===== src/rtl/apb_pkg.sv =====
// Shared types for the multi-slave APB master: FSM state encoding and the
// queued request record.
package apb_pkg;

  // Widest address/data the request record carries; instances use the low bits.
  localparam int APB_ADDR_MAX = 32;
  localparam int APB_DATA_MAX = 64;
  localparam int APB_STRB_MAX = APB_DATA_MAX / 8;

  typedef enum logic [1:0] {
    IDLE   = 2'd0,
    SETUP  = 2'd1,
    ACCESS = 2'd2
  } apb_state_t;

  typedef struct packed {
    logic                    write;
    logic [APB_ADDR_MAX-1:0] addr;
    logic [APB_DATA_MAX-1:0] wdata;
    logic [APB_STRB_MAX-1:0] strb;
  } apb_req_t;

endpackage


===== src/rtl/apb_req_fifo.sv =====
// First-word-fall-through request queue; rdata shows the head whenever
// empty is low.
module apb_req_fifo #(
  parameter int WIDTH = 8,
  parameter int DEPTH = 4
) (
  input  logic             clk,
  input  logic             rst,
  input  logic             push,
  input  logic [WIDTH-1:0] wdata,
  input  logic             pop,
  output logic [WIDTH-1:0] rdata,
  output logic             full,
  output logic             empty
);

  localparam int AW = $clog2(DEPTH);
  localparam int CW = AW + 1;

  logic [WIDTH-1:0] mem [DEPTH];
  logic [AW-1:0]    wr_ptr;
  logic [AW-1:0]    rd_ptr;
  logic [CW-1:0]    count;
  logic             do_push;
  logic             do_pop;

  assign full    = (count == CW'(DEPTH));
  assign empty   = (count == '0);
  assign do_push = push && !full;
  assign do_pop  = pop && !empty;
  assign rdata   = mem[rd_ptr];

  // NOTE: sequential state uses non-blocking assignments so every register
  // samples the pre-edge values, independent of statement order.
  always_ff @(posedge clk) begin
    if (rst) begin
      wr_ptr <= '0;
      rd_ptr <= '0;
      count  <= '0;
    end else begin
      if (do_push) wr_ptr <= wr_ptr + 1'b1;
      if (do_pop)  rd_ptr <= rd_ptr + 1'b1;
      case ({do_push, do_pop})
        2'b10:   count <= count + 1'b1;
        2'b01:   count <= count - 1'b1;
        default: count <= count;
      endcase
    end
  end

  // NOTE: storage is deliberately not reset; the pointers and count define
  // which entries are valid, so clearing the array would only cost flops.
  always_ff @(posedge clk) begin
    if (do_push) mem[wr_ptr] <= wdata;
  end

endmodule


===== src/rtl/apb_master_mp.sv =====
// Queued APB master driving NSLV slaves; slave select is decoded from the
// top address bits, with a per-transfer pready timeout.
module apb_master_mp
  import apb_pkg::*;
#(
  parameter int ADDR_W  = 8,
  parameter int DATA_W  = 32,
  parameter int NSLV    = 4,
  parameter int DEPTH   = 4,
  parameter int TIMEOUT = 15
) (
  input  logic                pclk,
  input  logic                preset,
  input  logic                req_valid,
  output logic                req_ready,
  input  logic                req_write,
  input  logic [ADDR_W-1:0]   req_addr,
  input  logic [DATA_W-1:0]   req_wdata,
  input  logic [DATA_W/8-1:0] req_strb,
  output logic [NSLV-1:0]     psel,
  output logic                penable,
  output logic                pwrite,
  output logic [ADDR_W-1:0]   paddr,
  output logic [DATA_W-1:0]   pwdata,
  output logic [DATA_W/8-1:0] pstrb,
  input  logic [DATA_W-1:0]   prdata,
  input  logic                pready,
  input  logic                pslverr,
  output logic                rsp_valid,
  output logic [DATA_W-1:0]   rsp_rdata,
  output logic                rsp_err,
  output logic                rsp_timeout
);

  localparam int STRB_W = DATA_W / 8;
  localparam int SEL_W  = $clog2(NSLV);
  localparam int REQ_W  = 1 + ADDR_W + DATA_W + STRB_W;

  apb_state_t state;
  apb_state_t state_next;
  apb_req_t   cur;
  apb_req_t   head;

  logic [REQ_W-1:0]  fifo_wdata;
  logic [REQ_W-1:0]  fifo_rdata;
  logic              fifo_full;
  logic              fifo_empty;
  logic              fifo_push;
  logic              fifo_pop;
  logic [DATA_W-1:0] wdata_masked;
  logic [STRB_W-1:0] strb_masked;
  logic [7:0]        wait_cnt;
  logic              wait_hit;
  logic              access_done;
  logic [SEL_W-1:0]  slv_idx;
  logic              unused_cur;

  // Reads carry no write payload, so it is dropped before queueing.
  assign wdata_masked = req_write ? req_wdata : '0;
  assign strb_masked  = req_write ? req_strb  : '0;
  assign fifo_wdata   = {req_write, req_addr, wdata_masked, strb_masked};

  assign req_ready = !fifo_full && !preset;
  assign fifo_push = req_valid && req_ready;
  assign fifo_pop  = (state_next == SETUP);

  apb_req_fifo #(
    .WIDTH (REQ_W),
    .DEPTH (DEPTH)
  ) u_fifo (
    .clk   (pclk),
    .rst   (preset),
    .push  (fifo_push),
    .wdata (fifo_wdata),
    .pop   (fifo_pop),
    .rdata (fifo_rdata),
    .full  (fifo_full),
    .empty (fifo_empty)
  );

  // NOTE: every signal assigned in always_comb gets a default first, so no
  // path leaves it unassigned and no latch is inferred.
  always_comb begin
    head       = '0;
    head.write = fifo_rdata[REQ_W-1];
    head.addr  = APB_ADDR_MAX'(fifo_rdata[STRB_W+DATA_W +: ADDR_W]);
    head.wdata = APB_DATA_MAX'(fifo_rdata[STRB_W +: DATA_W]);
    head.strb  = APB_STRB_MAX'(fifo_rdata[STRB_W-1:0]);
  end

  // Timeout fires on the ACCESS cycle that would push the count to TIMEOUT.
  assign wait_hit    = !pready && (wait_cnt == 8'(TIMEOUT - 1));
  assign access_done = (state == ACCESS) && (pready || wait_hit);

  always_ff @(posedge pclk) begin
    if (preset) state <= IDLE;
    else        state <= state_next;
  end

  always_comb begin
    state_next = state;
    case (state)
      IDLE:    if (!fifo_empty) state_next = SETUP;
      SETUP:   state_next = ACCESS;
      ACCESS:  if (access_done) state_next = fifo_empty ? IDLE : SETUP;
      default: state_next = IDLE;
    endcase
  end

  assign slv_idx = cur.addr[ADDR_W-1 -: SEL_W];

  always_comb begin
    psel    = '0;
    penable = 1'b0;
    if (state != IDLE)  psel[slv_idx] = 1'b1;
    if (state == ACCESS) penable      = 1'b1;
  end

  always_ff @(posedge pclk) begin
    if (preset) begin
      cur         <= '0;
      wait_cnt    <= '0;
      rsp_valid   <= 1'b0;
      rsp_rdata   <= '0;
      rsp_err     <= 1'b0;
      rsp_timeout <= 1'b0;
    end else begin
      if (fifo_pop) cur <= head;
      if (state == SETUP)                  wait_cnt <= '0;
      else if (state == ACCESS && !pready) wait_cnt <= wait_cnt + 1'b1;
      rsp_valid   <= access_done;
      rsp_err     <= access_done && (!pready || pslverr);
      rsp_timeout <= access_done && !pready;
      rsp_rdata   <= (access_done && pready && !cur.write) ? prdata : '0;
    end
  end

  assign pwrite = cur.write;
  assign paddr  = cur.addr[ADDR_W-1:0];
  assign pwdata = cur.wdata[DATA_W-1:0];
  assign pstrb  = cur.strb[STRB_W-1:0];

  // The record is sized for the widest instance; the spare high bits are
  // constant zero and intentionally left unread.
  assign unused_cur = ^cur;

endmodule


===== config.mk =====
export PLATFORM = sky130hd
export DESIGN_NAME = apb_master_mp
export DESIGN_NICKNAME = d
export VERILOG_FILES = /design/src/rtl/apb_pkg.sv /design/src/rtl/apb_req_fifo.sv /design/src/rtl/apb_master_mp.sv
export SDC_FILE = /design/constraint.sdc
export NUM_CORES = 1
export LEC_CHECK = 0
export ABC_AREA = 1
export BUFFER_PORTS_ARGS = -buffer_cell sky130_fd_sc_hd__buf_2
export CAP_MARGIN = 20
export CORE_UTILIZATION = 40
export DETAILED_ROUTE_END_ITERATION = 16
export PLACE_DENSITY = 0.55
export SYNTH_ARGS = -nofsm -noshare
export SYNTH_HDL_FRONTEND = slang
export SYNTH_SLANG_ARGS = --single-unit

===== constraint.sdc =====
create_clock -name pclk -period 10.7 [get_ports pclk]
set_input_delay 2.14 -clock pclk [delete_from_list [all_inputs] [get_ports pclk]]
set_output_delay 2.14 -clock pclk [all_outputs]
set_load 0.005 [all_outputs]

[Yosys cells after proc, flatten, opt, wreduce, memory -nomap -nowiden]
Memory sizes are Yosys's and may differ from the RTL's. A register that Yosys moved wholly into a read port is not among the register bits.
Cells that the tools add are included.
Cells by class
  eq/ne operators: 7
  order comparisons: 2
  multiplexer cells: 13
  add/sub/neg operators: 5
  reduce and logical (&&, ||, !) cells: 25
  bitwise logic cells: 1
Operators with widths (number)
  $mux W32: 1
  $logic_and A1 B1 Y1: 12
  $add A8 B1 Y8 const B: 1
  $eq A8 B4 Y1 const B: 1
  $mux W4: 2
  $eq A2 B1 Y1 const B: 3
  $pmux W2 S3: 1
  $pmux W3 S2: 1
  $logic_not A1 Y1: 5
  $mux W1: 5
  $add A2 B1 Y2 const B: 2
  $eq A2 B2 Y1 const B: 2
  $mux W2: 2
  $reduce_bool A2 Y1: 2
  $reduce_or A2 Y1: 2
  $add A3 B1 Y3 const B: 1
  $eq A3 B3 Y1 const B: 1
  $logic_not A3 Y1: 1
  $lt A2 B3 Y1 const B: 1
  $sub A3 B1 Y3 const B: 1
  $demux W1 S2: 1
  $ge A2 B1 Y1 const B: 1
  $logic_not A2 Y1: 1
  $logic_or A1 B1 Y1: 2
  $not A1 Y1: 1
Word-level totals
  memory bits (writable): 180
  register bits after elaboration: 52
  output and inout port bits: 86
  memories kept: 1
Memory list
  u_fifo.mem: depth 4, width 45, rd ports 1, clocked after memory_dff 1, write ports 1, line apb_req_fifo.sv:20  | logic [WIDTH-1:0] mem [DEPTH];

[Depth between registers and ports, before layout]
  depth after elaboration: 10
  depth in mapped cells: 16

[Modules after synthesis]
A second synthesis with hierarchy kept.
Unflattened totals
  cell total of the unflattened synthesis: 1082
  area, all modules: 11259.5 µm²
Modules (own cells, without submodules)
  apb_req_fifo: area each 7302.0 µm², cells an instance 505, sequential area each 5585.4 µm², times used 1
  apb_master_mp: area each 3957.5 µm², cells an instance 577, sequential area each 1801.7 µm², times used 1

[Least setup slack after synthesis]
No wires, ideal clock.
  path type: input-to-reg
  start point: input port preset
  end point: memory u_fifo.mem[0][0] (netlist bit) (enable)
  path slack: 5.705 ns
  data arrival time: 4.548 ns
  stages on the path: 3
  cell sequence: a31oi_1 -> nand2_1 -> nor2_1
Between the ends
  cells in the longest elaborated chain, start to end: 6
RTL lines
  from (decl): line apb_master_mp.sv:13  | input logic preset,
  $logic_not A1 Y1: line apb_master_mp.sv:63  | assign req_ready = !fifo_full && !preset;
  $logic_and A1 B1 Y1: line apb_master_mp.sv:63
  $logic_and A1 B1 Y1: line apb_master_mp.sv:64  | assign fifo_push = req_valid && req_ready;
  $logic_and A1 B1 Y1: line apb_req_fifo.sv:29  | assign do_push = push && !full;
  $mux W1: line apb_req_fifo.sv:54  | if (do_push) mem[wr_ptr] <= wdata;
  $mux W1 (implied by the code): line apb_req_fifo.sv:54
  to (decl): line apb_req_fifo.sv:20
Every way passes these cells.

[Worst setup path after layout]
  start point: input port preset
  end point: output port req_ready
Between the ends
  cells in the longest elaborated chain, start to end: 2
RTL lines
  $logic_not A1 Y1: line apb_master_mp.sv:63
  $logic_and A1 B1 Y1: line apb_master_mp.sv:63
  to (decl): line apb_master_mp.sv:15  | output logic req_ready,
Every way passes these cells.

==> flow_summary.yaml <==
setup_path:
  cpMostUsedCell: "buf_2"
  cpLargestDelayFamily: "buffers and inverters"
  r2r-start: "wait_cnt[0]"
  crit_type: "input pin to primary output"
  path_cells: "buf_2 -> a31oi_1 -> buf_2"
  r2r_cells: 15
  cp_max_fo: 6
  cp_slowest_cell: "a31oi_1"
  worst_setup_path_start_kind: "input pin"
  crit_arrival_ns: 2.76
  reg2reg_to: "u_fifo.count[2]"
  cpPeakStageDelay_ns: 0.29
  end_kind: "primary output"
  cp.required_ns: 8.56
  critPathLaunch: "preset"
  regToRegSetupSlack_ns: 7.24
  critical_path_buf_inv_count: 2
power:
  power_density_mw_per_mm2: 245
  p_int_mw: 2.17
  ir_drop_uv: 123
  swShare_pct: 33.6
  p_seq_share_pct: 43.5
  power.total_mw: 3.27
  p_leak_nw: 6.29
  p_sw_mw: 1.10
  pwr-share-clk_pct: 28.4
  combPwrFrac_pct: 28.1
yosys:
  postSynthAreaPerCell_sq_um: 9.24
  synth_fp_nets: 1320
  synthTopCellsByArea: "edfxtp_1 48%, dfxtp_1 17%, nand2_1 14%"
  yosysTopAreaCell: "edfxtp_1"
  synth_cell_types: 29
  synth_edf_count: 180
  ys_seq_elements: 277
  synth_area_sq_mm: 0.0114
  synthTopCellsByCount: "427 x nand2_1, 228 x nor2_1, 180 x edfxtp_1"
  seq_area_frac_synth_pct: 64.6
  yosys_warnings: 0
  synthFlopType: "edfxtp_1"
  yosysMostFrequentCell: "nand2_1"
  synth_top_area_share_pct: 47.6
  async_flop_share_pct: 0
  synthCells: 1230
cells_and_area:
  fin_util_pct: 48.0
  diodes: 0
  syn2layout_area_growth_pct: 17.7
  nFillCells: 2684
  nets: 1471
  layout.cells.non_filler: 1783
  design_area_sq_mm: 0.0134
  drive_gt1_share_pct: 16.6
timing:
  tightest_slew_ns: 1.11
  fin_hold_ws_ns: 0.462
  finalWorstSetupSlack_ns: 5.80
  drv_slew: 0
  setup_viol: 0
  min_period_over_period_pct: 45.8
  layout_min_cycle_time_ns: 4.90
  grt_setup_unrepaired: "no"
  finalHoldViolCount: 0
  fin_skew_ns: 0.0198
  fin_setup_tns_ns: 0
  max_freq_ghz: 0.204
  max_slew_margin_pct: 26.1
floorplan:
  pin_count: 168
  rows: 61
  fp.coreArea_sq_mm: 0.0279
  start_util_pct: 40.8
  fp.dieH_microns: 171
  dieArea_sq_mm: 0.0291
  die-width_microns: 171
grt:
  grt_max_degree: 93
  grt_usage_pct: 16.7
  antenna_found_initial: 1
  grt_remaining_overflow: 0
  grt_first_pass_wirelength_mm: 37.6
  grt_pass1_vias: 7170
routing:
  vias_per_cell: 4.42
  dr_total_vias: 7878
  route.met3.wl_mm: 1.49
  drt_wl_total_mm: 23.9
  drt_first_pass_iters: 5
  postRouteAntennaNets: 0
  met2_length_mm: 11.3
  initialDrtViolationCount: 381
  wl_met1_mm: 10.7
  route.detailed.drc: 0
  wl_per_cell_microns: 13.4
  top_layer: "met5"
placed_design:
  routabilityCongestion: 0.737
  dpl_worst_slack_ns: 5.62
  port_buffers: 167
  placedCellCount: 1727
  dpl_cell_area_sq_mm: 0.0125
  hpwl_mm: 13.1
run_status:
  status: "finished, final reports clean"
clocking:
  cts_root_buf: "clkbuf_16"
  cts_made_buffers: 30
  clk_path_buf_depth: 3
  cts_resized: 0
  cts_tree: "yes"
  holdBufCountCts: 0
  clkTransAtPathRegs_ns: 0.06
  post_cts_buffers: 0
  cts_sinks: 277
  cts_htree_levels: 1
  clk_latency_ns: 0.55
flow_run:
  drv_cap: 0
hold_path:
  min_path_cells: 1
  min_path_type: "flop to flop"
  min_from: "u_fifo.count[0]"
  hold_end: "u_fifo.count[0]"
-- worst max path at each step --
stage,to,slack (ns),depth (start not counted)
2_1_floorplan,u_fifo.mem[0][0],5.70,3
3_3_place_gp,u_fifo.count[2],5.65,12
3_5_place_dp,u_fifo.count[2],5.62,12
4_1_cts,req_ready,5.79,3
5_1_grt,req_ready,5.71,3
6_report,req_ready,5.80,3
-- power by group through the flow --
stage               combinational (mW)  clock (mW)  sequential, mW
floorplan                        0.736           0            1.37
global placement                 0.925           0            1.45
detailed placement               0.940           0            1.45
CTS                              0.944       0.956            1.43
global route                      1.08        1.00            1.45
finish                           0.919       0.929            1.42
-- cell families after synthesis --
| logic type | count (synthesis) | share of synthesized area, % |
|---|---|---|
| AND/OR/NAND/NOR | 722 | 25.9 |
| flip-flops | 277 | 64.6 |
| buffers and inverters | 200 | 7.38 |
| AO/OA/AOI/OAI | 22 | 1.09 |
| adder cells (fa/ha/maj) | 8 | 0.947 |
| XOR/XNOR | 1 | 0.0771 |
-- layer usage --
| layer | vias up | track usage, % |
|---|---|---|
| li1 | 4113 | - |
| met1 | 3522 | 21.7 |
| met2 | 204 | 28.4 |
| met3 | 37 | 3.03 |
| met4 | 2 | 4.47 |
| met5 | - | 0 |
-- cell usage in the layout, fill, tap and decap left out, types with 5 or more instances in the layout --
| cell type | instances |
|---|---|
| nor2_1 | 224 |
| inv_1 | 136 |
| a21oi_1 | 14 |
| nor3_1 | 6 |
| edfxtp_1 | 180 |
| clkbuf_16 | 30 |
| buf_4 | 7 |
| nand2_1 | 427 |
| inv_2 | 8 |
| dfxtp_1 | 95 |
| nand3b_1 | 45 |
| buf_2 | 167 |
| clkbuf_1 | 18 |
| nand3_1 | 8 |
| nor2_4 | 5 |
| ha_1 | 7 |
-- final cells by class --
| cell class | count | area, sq um | area share, % |
|---|---|---|---|
| inverter | 144 | 541 | 4.04 |
| sequential | 277 | 7350 | 55.0 |
| clock buffer | 50 | 840 | 6.28 |
| tap | 378 | 473 | 3.54 |
| multi-input combinational | 753 | 3220 | 24.1 |
| timing repair buffer | 175 | 903 | 6.75 |
| clock inverter | 6 | 45.0 | 0.337 |
-- worst register-to-register path, delay by kind of cell (launching register included) --
family	cells	cell delay [ns]
adder cells (fa/ha/maj)	3	0.80
flip-flops	1	0.34
buffers and inverters	3	0.89
AO/OA/AOI/OAI	4	0.46
AND/OR/NAND/NOR	5	0.87
-- state kept, by name, indices dropped and copies added (netlist names) --
signal and count:
u_fifo.mem 180, pwdata 32, rsp_rdata 32, paddr 8
wait_cnt 8, pstrb 4, u_fifo.count 3, state 2
u_fifo.rd_ptr 2, u_fifo.wr_ptr 2, pwrite 1, rsp_err 1
rsp_timeout 1, rsp_valid 1
Note: power is estimated with default switching activity, not from simulation.
